### src/rtl/vram_port_arbiter.sv
// Three-way arbiter (download, video, CPU) in front of one synchronous RAM port.
// Every access runs IDLE -> ISSUE -> ACK, and the owner gets a one-cycle ack.
module vram_port_arbiter #(
    parameter int ADDR_W = 14,
    parameter int DATA_W = 8
) (
    input  logic              clk_i,
    input  logic              reset_i,

    input  logic              dl_req_i,
    input  logic [ADDR_W-1:0] dl_addr_i,
    input  logic [DATA_W-1:0] dl_data_i,
    output logic              dl_ack_o,

    input  logic              vid_req_i,
    input  logic [ADDR_W-1:0] vid_addr_i,
    output logic              vid_ack_o,

    input  logic              cpu_req_i,
    input  logic              cpu_we_i,
    input  logic [ADDR_W-1:0] cpu_addr_i,
    input  logic [DATA_W-1:0] cpu_data_i,
    output logic              cpu_ack_o,

    output logic [DATA_W-1:0] rd_data_o,

    output logic [ADDR_W-1:0] ram_addr_o,
    output logic [DATA_W-1:0] ram_data_o,
    output logic              ram_we_o,
    input  logic [DATA_W-1:0] ram_q_i,

    output logic              busy_o,
    output logic [1:0]        grant_o
);

    typedef enum logic [1:0] {
        S_IDLE  = 2'd0,
        S_ISSUE = 2'd1,
        S_ACK   = 2'd2
    } state_t;

    localparam logic [1:0] GNT_NONE = 2'b00;
    localparam logic [1:0] GNT_DL   = 2'b01;
    localparam logic [1:0] GNT_VID  = 2'b10;
    localparam logic [1:0] GNT_CPU  = 2'b11;

    state_t              r_state;
    logic                r_last_rr;
    logic [ADDR_W-1:0]   r_ram_addr;
    logic [DATA_W-1:0]   r_ram_data;
    logic                r_ram_we;
    logic [1:0]          r_grant;
    logic                r_busy;
    logic                r_dl_ack;
    logic                r_vid_ack;
    logic                r_cpu_ack;

    logic [1:0]          w_gnt;
    logic [ADDR_W-1:0]   w_addr;
    logic [DATA_W-1:0]   w_data;
    logic                w_we;

    // Winner selection: download first, then video/CPU alternate via r_last_rr
    // (0 = video was served last, so CPU goes next).
    always_comb begin
        w_gnt = GNT_NONE;
        if (dl_req_i) begin
            w_gnt = GNT_DL;
        end else if (vid_req_i && cpu_req_i) begin
            w_gnt = r_last_rr ? GNT_VID : GNT_CPU;
        end else if (vid_req_i) begin
            w_gnt = GNT_VID;
        end else if (cpu_req_i) begin
            w_gnt = GNT_CPU;
        end
    end

    always_comb begin
        w_addr = '0;
        w_data = '0;
        w_we   = 1'b0;
        case (w_gnt)
            GNT_DL: begin
                w_addr = dl_addr_i;
                w_data = dl_data_i;
                w_we   = 1'b1;
            end
            GNT_VID: begin
                w_addr = vid_addr_i;
            end
            GNT_CPU: begin
                w_addr = cpu_addr_i;
                w_data = cpu_data_i;
                w_we   = cpu_we_i;
            end
            default: begin
                w_addr = '0;
            end
        endcase
    end

    always_ff @(posedge clk_i) begin
        if (reset_i) begin
            r_state    <= S_IDLE;
            r_last_rr  <= 1'b0;
            r_ram_addr <= '0;
            r_ram_data <= '0;
            r_ram_we   <= 1'b0;
            r_grant    <= GNT_NONE;
            r_busy     <= 1'b0;
            r_dl_ack   <= 1'b0;
            r_vid_ack  <= 1'b0;
            r_cpu_ack  <= 1'b0;
        end else begin
            case (r_state)
                S_IDLE: begin
                    r_dl_ack  <= 1'b0;
                    r_vid_ack <= 1'b0;
                    r_cpu_ack <= 1'b0;
                    if (w_gnt != GNT_NONE) begin
                        r_ram_addr <= w_addr;
                        r_ram_data <= w_data;
                        r_ram_we   <= w_we;
                        r_grant    <= w_gnt;
                        r_busy     <= 1'b1;
                        r_state    <= S_ISSUE;
                        if (w_gnt == GNT_VID) begin
                            r_last_rr <= 1'b0;
                        end else if (w_gnt == GNT_CPU) begin
                            r_last_rr <= 1'b1;
                        end
                    end else begin
                        r_ram_we <= 1'b0;
                    end
                end
                S_ISSUE: begin
                    // RAM captures address/we at the end of this cycle; the ack
                    // lines up with its registered read data in the next one.
                    r_ram_we  <= 1'b0;
                    r_dl_ack  <= (r_grant == GNT_DL);
                    r_vid_ack <= (r_grant == GNT_VID);
                    r_cpu_ack <= (r_grant == GNT_CPU);
                    r_state   <= S_ACK;
                end
                S_ACK: begin
                    r_dl_ack  <= 1'b0;
                    r_vid_ack <= 1'b0;
                    r_cpu_ack <= 1'b0;
                    r_grant   <= GNT_NONE;
                    r_busy    <= 1'b0;
                    r_state   <= S_IDLE;
                end
                default: begin
                    r_ram_we <= 1'b0;
                    r_grant  <= GNT_NONE;
                    r_busy   <= 1'b0;
                    r_state  <= S_IDLE;
                end
            endcase
        end
    end

    assign ram_addr_o = r_ram_addr;
    assign ram_data_o = r_ram_data;
    assign ram_we_o   = r_ram_we;
    assign grant_o    = r_grant;
    assign busy_o     = r_busy;
    assign dl_ack_o   = r_dl_ack;
    assign vid_ack_o  = r_vid_ack;
    assign cpu_ack_o  = r_cpu_ack;
    assign rd_data_o  = ram_q_i;

endmodule

### config.mk
export PLATFORM = sky130hd
export DESIGN_NAME = vram_port_arbiter
export DESIGN_NICKNAME = d
export VERILOG_FILES = /design/src/rtl/vram_port_arbiter.sv
export SDC_FILE = /design/constraint.sdc
export NUM_CORES = 1
export LEC_CHECK = 0
export ABC_AREA = 1
export CAP_MARGIN = 40
export CORE_MARGIN = 8
export CORE_UTILIZATION = 39
export CTS_BUF_LIST = sky130_fd_sc_hd__clkbuf_8
export DETAILED_ROUTE_END_ITERATION = 8
export PLACE_DENSITY = 0.86
export SYNTH_ARGS = -nofsm -noshare
export SYNTH_HDL_FRONTEND = slang
export SYNTH_SLANG_ARGS = --single-unit
### constraint.sdc
create_clock -name clk_i -period 1.2 [get_ports clk_i]
set_input_delay 0.24 -clock clk_i [delete_from_list [all_inputs] [get_ports clk_i]]
set_output_delay 0.24 -clock clk_i [all_outputs]
set_load 0.1 [all_outputs]
; Yosys cells after proc, flatten, opt, wreduce, memory -nomap -nowiden
; Index checks and enable logic that the tools add are counted.
[totals]
output_inout_bits = 37
ff_bits = 32
[classes]
muxes = 21
reduce_logical = 9
eq_ne = 9
bitwise_logic = 1
[op_table]
columns = cell, n
row1 = $pmux W14 S3, 1
row2 = $pmux W8 S2, 1
row3 = $mux W2, 6
row4 = $pmux W1 S2, 6
row5 = $eq A2 B2 Y1 const B, 5
row6 = $pmux W2 S2, 2
row7 = $eq A2 B1 Y1 const B, 3
row8 = $reduce_bool A2 Y1, 3
row9 = $mux W1, 5
row10 = $reduce_and A2 Y1, 2
row11 = $reduce_and A3 Y1, 1
row12 = $logic_not A2 Y1, 1
row13 = $ne A2 B2 Y1 const B, 1
row14 = $reduce_or A2 Y1, 1
row15 = $logic_and A1 B1 Y1, 1
row16 = $not A1 Y1, 1

; Logic depth before layout (Yosys ltp)
; Gate-level depths: netlist of run 1.
[depth]
depth_word = 8
depth_mapped = 8
ltp_nobuf = 6

; Least setup slack after synthesis of run 1
; OpenSTA, ideal clock, no wires.
[synth_path]
path_kind = register to register
startpoint = register r_grant[0] (netlist: grant_o[0])
endpoint = register r_vid_ack (netlist: vid_ack_o)
stages_incl_launch_ff = 4
slack_ps = -193
required_ps = 1068
t_arrival_ps = 1260
path_cell_list = dfxtp_1 inv_1 nand3_1 a21oi_1
[synth_between]
elab_chain_len = 2
[synth_lines]
columns = item, line_no
row1 = "start, declared", 52  ; logic [1:0] r_grant;
row2 = "start signal, assigned", 124  ; r_grant <= w_gnt;
row3 = $eq A2 B2 Y1, 141  ; r_vid_ack <= (r_grant == GNT_VID);
row4 = $pmux W1 S2, 115  ; case (r_state)
row5 = "end signal, assigned", 141
row6 = "end, declared", 55  ; logic r_vid_ack;
; No other way between the ends.
; A chain may end at the register's enable or synchronous reset.

; Worst setup path in the final report of run 1
[layout_path]
startpoint = register r_state[1]
endpoint = register r_ram_addr[3] (netlist: ram_addr_o[3])
[layout_between]
elab_chain_len = 2
[layout_lines]
columns = item, line_no
row1 = "start, declared", 47  ; state_t r_state;
row2 = "start signal, assigned", 104  ; r_state <= S_IDLE;
row3 = "start signal, assigned", 126  ; r_state <= S_ISSUE;
row4 = "start signal, assigned", 143  ; r_state <= S_ACK;
row5 = $logic_not A2 Y1, 115
row6 = $reduce_and A2 Y1 (no source line), -
row7 = "end signal, assigned", 121  ; r_ram_addr <= w_addr;
row8 = "end, declared", 49  ; logic [ADDR_W-1:0] r_ram_addr;
; No other way between the ends.

==> key figures, run 1 <==
Status
  • Status: complete, no violations

Floorplanning
  • Die ar.: 7230 µm²
  • Initial Utilization: 0.399
  • Die Y: 85.0 µm
  • Die width: 85.0 µm
  • Core area: between 4000 and 5000 µm²
  • FP Rows: 25
  • I/O pins: 109

Clock tree
  • Num CTS Buffers: 5
  • Clk pin slew, worst setup/hold paths: 0.07 ns
  • Clk_lat worst skew: 0.29 ns
  • Max clock buf depth: 2
  • Clock sinks: 32
  • H-tree levels: 2
  • CTS tree: yes
  • Root Buffer: clkbuf_8
  • Hold buffers post-CTS: 0

Finish
  • Most frequent cells in the layout: nand2_1 (86), clkdlybuf4s50_1 (60), inv_1 (34), nand3_1 (34), buf_12 (33)
  • Fin util: 0.724
  • Share of layout cells above drive strength 1: 0.287
  • Post-route design area: around 3400 µm²
  • Fin cells: 445
  • Nets: 461
  • Leading cell type in the layout, fill and taps excluded: nand2_1
  • Filler instances: 322
  • Area delta synth->final: 81.5%

Routing
  • Antenna-violating nets left: 0
  • Routed len/inst: 14.6 µm
  • DR pass1 iterations: 4
  • Vias/cell: 4.96
  • DRC viols: 0
  • Final wirelength: 6480 µm
  • Initial DRC count: 133
  • Vias: 2207

Pwr
  • Pwr Density: ~1300 nW/µm²
  • Total power: ~4.3 mW
  • VDD IR max: roughly 0.00095 V
  • Leakage: about 1.5 nW

Worst setup path
  • Data arrival, critical path: 1.31 ns
  • Crit path cell chain: nor2_4 > buf_4 > nand3_1 > nor2_1 > a21oi_2
  • Worst setup SP type: flop
  • Max incr delay on CP: 0.34 ns
  • Crit-path max FO: 9
  • Worst EP required: 1.38 ns
  • Buf/Inv on CP: 1
  • Setup crit end kind: flop
  • CP max-delay cell: dfxtp_1
  • Setup Crit Path Kind: reg2reg
  • Largest delay share family, worst path: simple AND/OR/NAND/NOR gates

Placement
  • DPL Wire Length: 4900 µm
  • Dpl cell area: 3230 µm²
  • Routability cong.: 0.784
  • Dpl cells: 435
  • Place WS: -0.390 ns
  • IO buf count: 92

Synth
  • Simple-gate share of the synthesized area: 0.415
  • Synthesized area per cell: approximately 6.5 µm²
  • Xor-xnor portion of the synthesized cell area: 0
  • Library cells used by synthesis: 23
  • Mux contribution to synthesized area: 0
  • Adder-Cell Fraction of Synth Area: 0
  • Seq cells post-synth: 32
  • Syn Inst Count: 288
  • Compound-gate portion of the synthesized area: 0.0781
  • Ys Warns: 0
  • Combinational family with the most area after synthesis: simple AND/OR/NAND/NOR gates
  • Sequential area share after synthesis: 0.345
  • Synthesized cell area: 1860 µm²
  • Syn_nets: 360

STA
  • WHS: 0.480 ns
  • Endpoints failing setup: 0
  • Final Hold Vio Count: 0
  • Clock skew: 0.00530 ns
  • Max_slew headroom: 0.848
  • Max Freq: 884 MHz
  • Fin crit period: 1.13 ns
  • Post-route clock period utilization: 0.943
  • Max Slew Vio Count: 0
  • Actual slew at the worst max-slew pin: approximately 0.23 ns
  • Setup WS post-layout: 0.0681 ns
  • Setup TNS: 0 ns

GRT
  • Pin count of the biggest net entering global routing: 17
  • First-pass GRT wire length: about 11000 µm
  • Vias in the first global route: 2205
  • Gr ovfl total: 0
  • All-Layer GR Usage: 0.177
  • Initial antenna violation count: 1

Hold path
  • Worst hold path class: in2out

Run
  • Max Cap Viol: 0
worst register-to-register path, delay by kind of cell, from the launching register on:
kind,cells,cell delay [ns]
buffers and inverters,1,0.20
flip-flops,1,0.34
AND/OR/NAND/NOR,3,0.42
AO/OA/AOI/OAI,1,0.06
kinds of logic after synthesis:
| group | after synthesis |
|---|---|
| compound gates | 28 |
| buf+inv | 58 |
| flops | 32 |
| simple gates | 170 |
synth_stat cells:
library cell	instances	area, µm²
nor2_4	1	11.3
o22ai_1	1	6.26
nand2_1	86	323
nand2_2	3	18.8
inv_1	33	124
inv_2	1	3.75
nor3_1	1	5.00
buf_2	8	40.0
buf_4	9	67.6
o21ai_0	2	10.0
dfxtp_1	32	641
clkbuf_1	1	3.75
nand3_4	1	17.5
nor2_2	11	68.8
nand2_4	1	11.3
a21oi_1	24	120
inv_4	1	6.26
nor2_1	22	82.6
nand4_1	9	56.3
a21oi_2	1	8.76
buf_6	5	56.3
or2_2	1	6.26
nand3_1	34	170
routing by layer:
layer | track usage | wire, µm
met1 | 0.193 | 2660
met2 | 0.303 | 3210
met3 | 0.0637 | 485
met4 | 0.0728 | 125
met5 | 0 | 0
repair_timing:
item | 4_1_cts | 5_1_grt
endpoints found under the setup margin | 26 | 5
setup buffers | 0 | 0
gates cloned | 1 | 0
pin swaps | 3 | 2
gates resized for setup | 6 | 2
where the power goes:
| group | leakage [nW] | internal [mW] | switching, mW |
|---|---|---|---|
| combinational | 1.21 | 0.784 | 1.14 |
| clock | 0.0593 | 0.608 | 0.425 |
| sequential | 0.274 | 1.19 | 0.119 |
path summary, 6_finish.rpt:
kind	slack, ns	endpoint	from	cells after the start
worst max-delay path	0.07	ram_addr_o[3]	r_state[1]	5
worst max register to register	0.07	ram_addr_o[3]	r_state[1]	5
worst min-delay path	0.48	rd_data_o[0]	ram_q_i[0]	0
worst min register to register	0.49	cpu_ack_o	cpu_ack_o	2
flip-flops by register name (all words and copies together), names as in the netlist:
register	count
ram_addr_o	14
ram_data_o	8
grant_o	2
r_state	2
busy_o	1
cpu_ack_o	1
dl_ack_o	1
r_last_rr	1
ram_we_o	1
vid_ack_o	1
area by class of cell:
cell class	count	area, µm²	share of cell area
timing repair buffer	116	1440	0.426
multi-input combinational	199	950	0.282
sequential	32	674	0.200
inverter	35	134	0.0397
clock buffer	5	68.8	0.0204
tap	54	67.6	0.0200
clock inverter	3	38.8	0.0115
antenna	1	2.50	0.000742
No activity file was read; power rests on OpenSTA's default activity.
==> run 2: changes to the inputs <==
- CORE_UTILIZATION: 39 -> 35
- PLACE_DENSITY: 0.86 -> 0.81
- clock period: 1.2 -> 1 ns (I/O delays scaled with it)
==> run 2 against run 1 <==
The flow now finishes with violations (setup timing). Design area grew 8.7%. Combinational power grew 31%. Sequential cell count unchanged. Register-to-register slack got worse by 0.20 ns. Setup slack worse by 0.20 ns. Largest cell class unchanged. Critical path type unchanged.
==> key figures, run 2 (same netlist as run 1, synthesis figures left out) <==
Routing
  • DRC viols: 0 (unchanged)
  • Routed len/inst: 15.2 µm (was 14.6 µm)
  • Vias/cell: 4.72 (was 4.96)
  • Final wirelength: 7210 µm (was 6480 µm)
  • Vias: 2248 (was 2207)
  • DR pass1 iterations: 4 (unchanged)
  • Antenna-violating nets left: 0 (unchanged)
  • Initial DRC count: 130 (was 133)

Clock tree
  • Clk_lat worst skew: 0.29 ns (about the same)
  • Max clock buf depth: 2 (unchanged)
  • Clock sinks: 32 (unchanged)
  • Num CTS Buffers: 5 (unchanged)
  • Root Buffer: clkbuf_8 (unchanged)
  • CTS tree: yes (unchanged)
  • Clk pin slew, worst setup/hold paths: 0.07 ns (about the same)
  • H-tree levels: 2 (unchanged)
  • Hold buffers post-CTS: 0 (unchanged)

STA
  • Max_slew headroom: 0.830 (was 0.848)
  • Clock skew: 0.00430 ns (was 0.00530 ns)
  • Setup TNS: -2.00 ns (was 0 ns)
  • Endpoints failing setup: 55 (was 0)
  • Final Hold Vio Count: 0 (unchanged)
  • Actual slew at the worst max-slew pin: 0.255 ns (was 0.226 ns)
  • Setup WS post-layout: -0.133 ns (was 0.0681 ns)
  • Max Freq: 883 MHz (was 884 MHz)
  • Max Slew Vio Count: 0 (unchanged)
  • RSZ-0062 raised after global routing: yes
  • Post-route clock period utilization: 1.13 (was 0.943)
  • Fin crit period: 1.13 ns (about the same)
  • WHS: 0.253 ns (was 0.480 ns)

Floorplanning
  • Core area: 5110 µm² (was 4660 µm²)
  • Die ar.: 7900 µm² (was 7230 µm²)
  • Initial Utilization: 0.364 (was 0.399)
  • Die Y: 88.9 µm (was 85.0 µm)
  • Die width: 88.9 µm (was 85.0 µm)
  • FP Rows: 26 (was 25)
  • I/O pins: 109 (unchanged)

Status
  • Failing checks: setup timing
  • Status: complete, but fails checks (was complete, no violations)

GRT
  • First-pass GRT wire length: 10600 µm (about the same)
  • Pin count of the biggest net entering global routing: 16 (was 17)
  • Initial antenna violation count: 0 (was 1)
  • All-Layer GR Usage: 0.174 (was 0.177)
  • Vias in the first global route: 2248 (was 2205)
  • Gr ovfl total: 0 (unchanged)

Finish
  • Share of layout cells above drive strength 1: 0.404 (was 0.287)
  • Nets: 477 (was 461)
  • Leading cell type in the layout, fill and taps excluded: nand2_1 (unchanged)
  • Largest register FFs: 14 (unchanged)
  • Reg area: 693 µm² (was 674 µm²)
  • Area delta synth->final: 97.4% (was 81.5%)
  • Filler instances: 398 (was 322)
  • Most frequent cells in the layout: nand2_1 (78), clkdlybuf4s50_1 (59), inv_1 (32), buf_12 (32), buf_4 (32) (was nand2_1 (86), clkdlybuf4s50_1 (60), inv_1 (34), nand3_1 (34), buf_12 (33))
  • # diodes: 0 (was 1)
  • Post-route design area: 3670 µm² (was 3370 µm²)
  • Multi-input gate area: 1060 µm² (was 950 µm²)

Placement
  • DPL Wire Length: 4980 µm (was 4900 µm)
  • Dpl cell area: 3240 µm² (was 3230 µm²)
  • IO buf count: 92 (unchanged)
  • Routability cong.: 0.794 (was 0.784)

Worst setup path
  • Worst EP required: 1.18 ns (was 1.38 ns)
  • Data arrival, critical path: 1.31 ns (about the same)
  • Setup crit end kind: flop (unchanged)
  • Crit-path max FO: 10 (was 9)
  • Worst setup SP type: flop (unchanged)
  • Setup Crit Path Kind: reg2reg (unchanged)

Pwr
  • VDD IR max: 0.000885 V (was 0.000953 V)
  • Total power: 5.34 mW (was 4.26 mW)
  • Pwr Density: 1460 nW/µm² (was 1260 nW/µm²)
  • Leakage: 1.67 nW (was 1.54 nW)

Hold path
  • Worst hold path class: in2reg (was in2out)

Run
  • Max Cap Viol: 0 (unchanged)
run 2: cell types whose count changed in the layout (fill, tap and decap cells not counted), moves of 6 or more:
cell / before / now
buf_4: 20 / 32
nand2_1: 86 / 78
nand3_1: 34 / 26
nand3_2: 0 / 8
nand2_2: 2 / 9
nor2_1: 22 / 16
run 2: final cells by class:
| type | count | share of cell area |
|---|---|---|
| flip-flops and latches | 32 | 0.189 |
| clock inverters | 3 | 0.0116 |
| repair buffers | 132 | 0.430 |
| well taps | 70 | 0.0239 |
| clock buffers | 5 | 0.0188 |
| inverters | 35 | 0.0365 |
| multi-input cells | 199 | 0.290 |
run 2: power breakdown:
group          internal, mW  switching (mW)
Clock                 0.737           0.523
Combinational          1.05            1.47
Sequential             1.43           0.134
Total                  3.22            2.13
run 2: path summary, 6_finish.rpt:
| kind | startpoint | to | slack [ns] | cells past startpoint |
|---|---|---|---|---|
| hold reg to reg | busy_o | busy_o | 0.48 | 2 |
| hold / removal | reset_i | r_state[1] | 0.25 | 2 |
| setup reg to reg | r_state[1] | ram_addr_o[5] | -0.13 | 5 |
| setup / recovery | r_state[1] | ram_addr_o[5] | -0.13 | 5 |
run 2: metal layers:
layer,share of wire,global-route usage,vias to the layer above,wire [µm]
met5,0,0,-,0
met4,0.013,0.0507,0,93
met3,0.075,0.0529,12,538
met2,0.52,0.303,77,3750
met1,0.39,0.197,1026,2830
li1,-,-,1133,-
run 2: worst max-delay path: stages (launching register included):
cell and delay [ns]:
dfxtp_2 0.34, nor2_4 0.18, buf_6 0.18, nand3_1 0.09
nor2_1 0.15, a21oi_2 0.08
run 2: through the flow:
step                      setup slack, ns   util  instances
after floorplan                   -0.0379      -        288
after global placement             -0.533  0.635        450
after detailed placement           -0.573  0.635        450
after CTS                         -0.0764  0.675        465
after global routing               -0.176  0.718        476
final                              -0.133  0.718        476
run 2: repair_timing:
action                                  4_1_cts  5_1_grt
gates cloned                                  1        1
buffers inserted                              6       10
pin swaps                                     4        7
resized for setup                            14       41
endpoints found under the setup margin       57       59
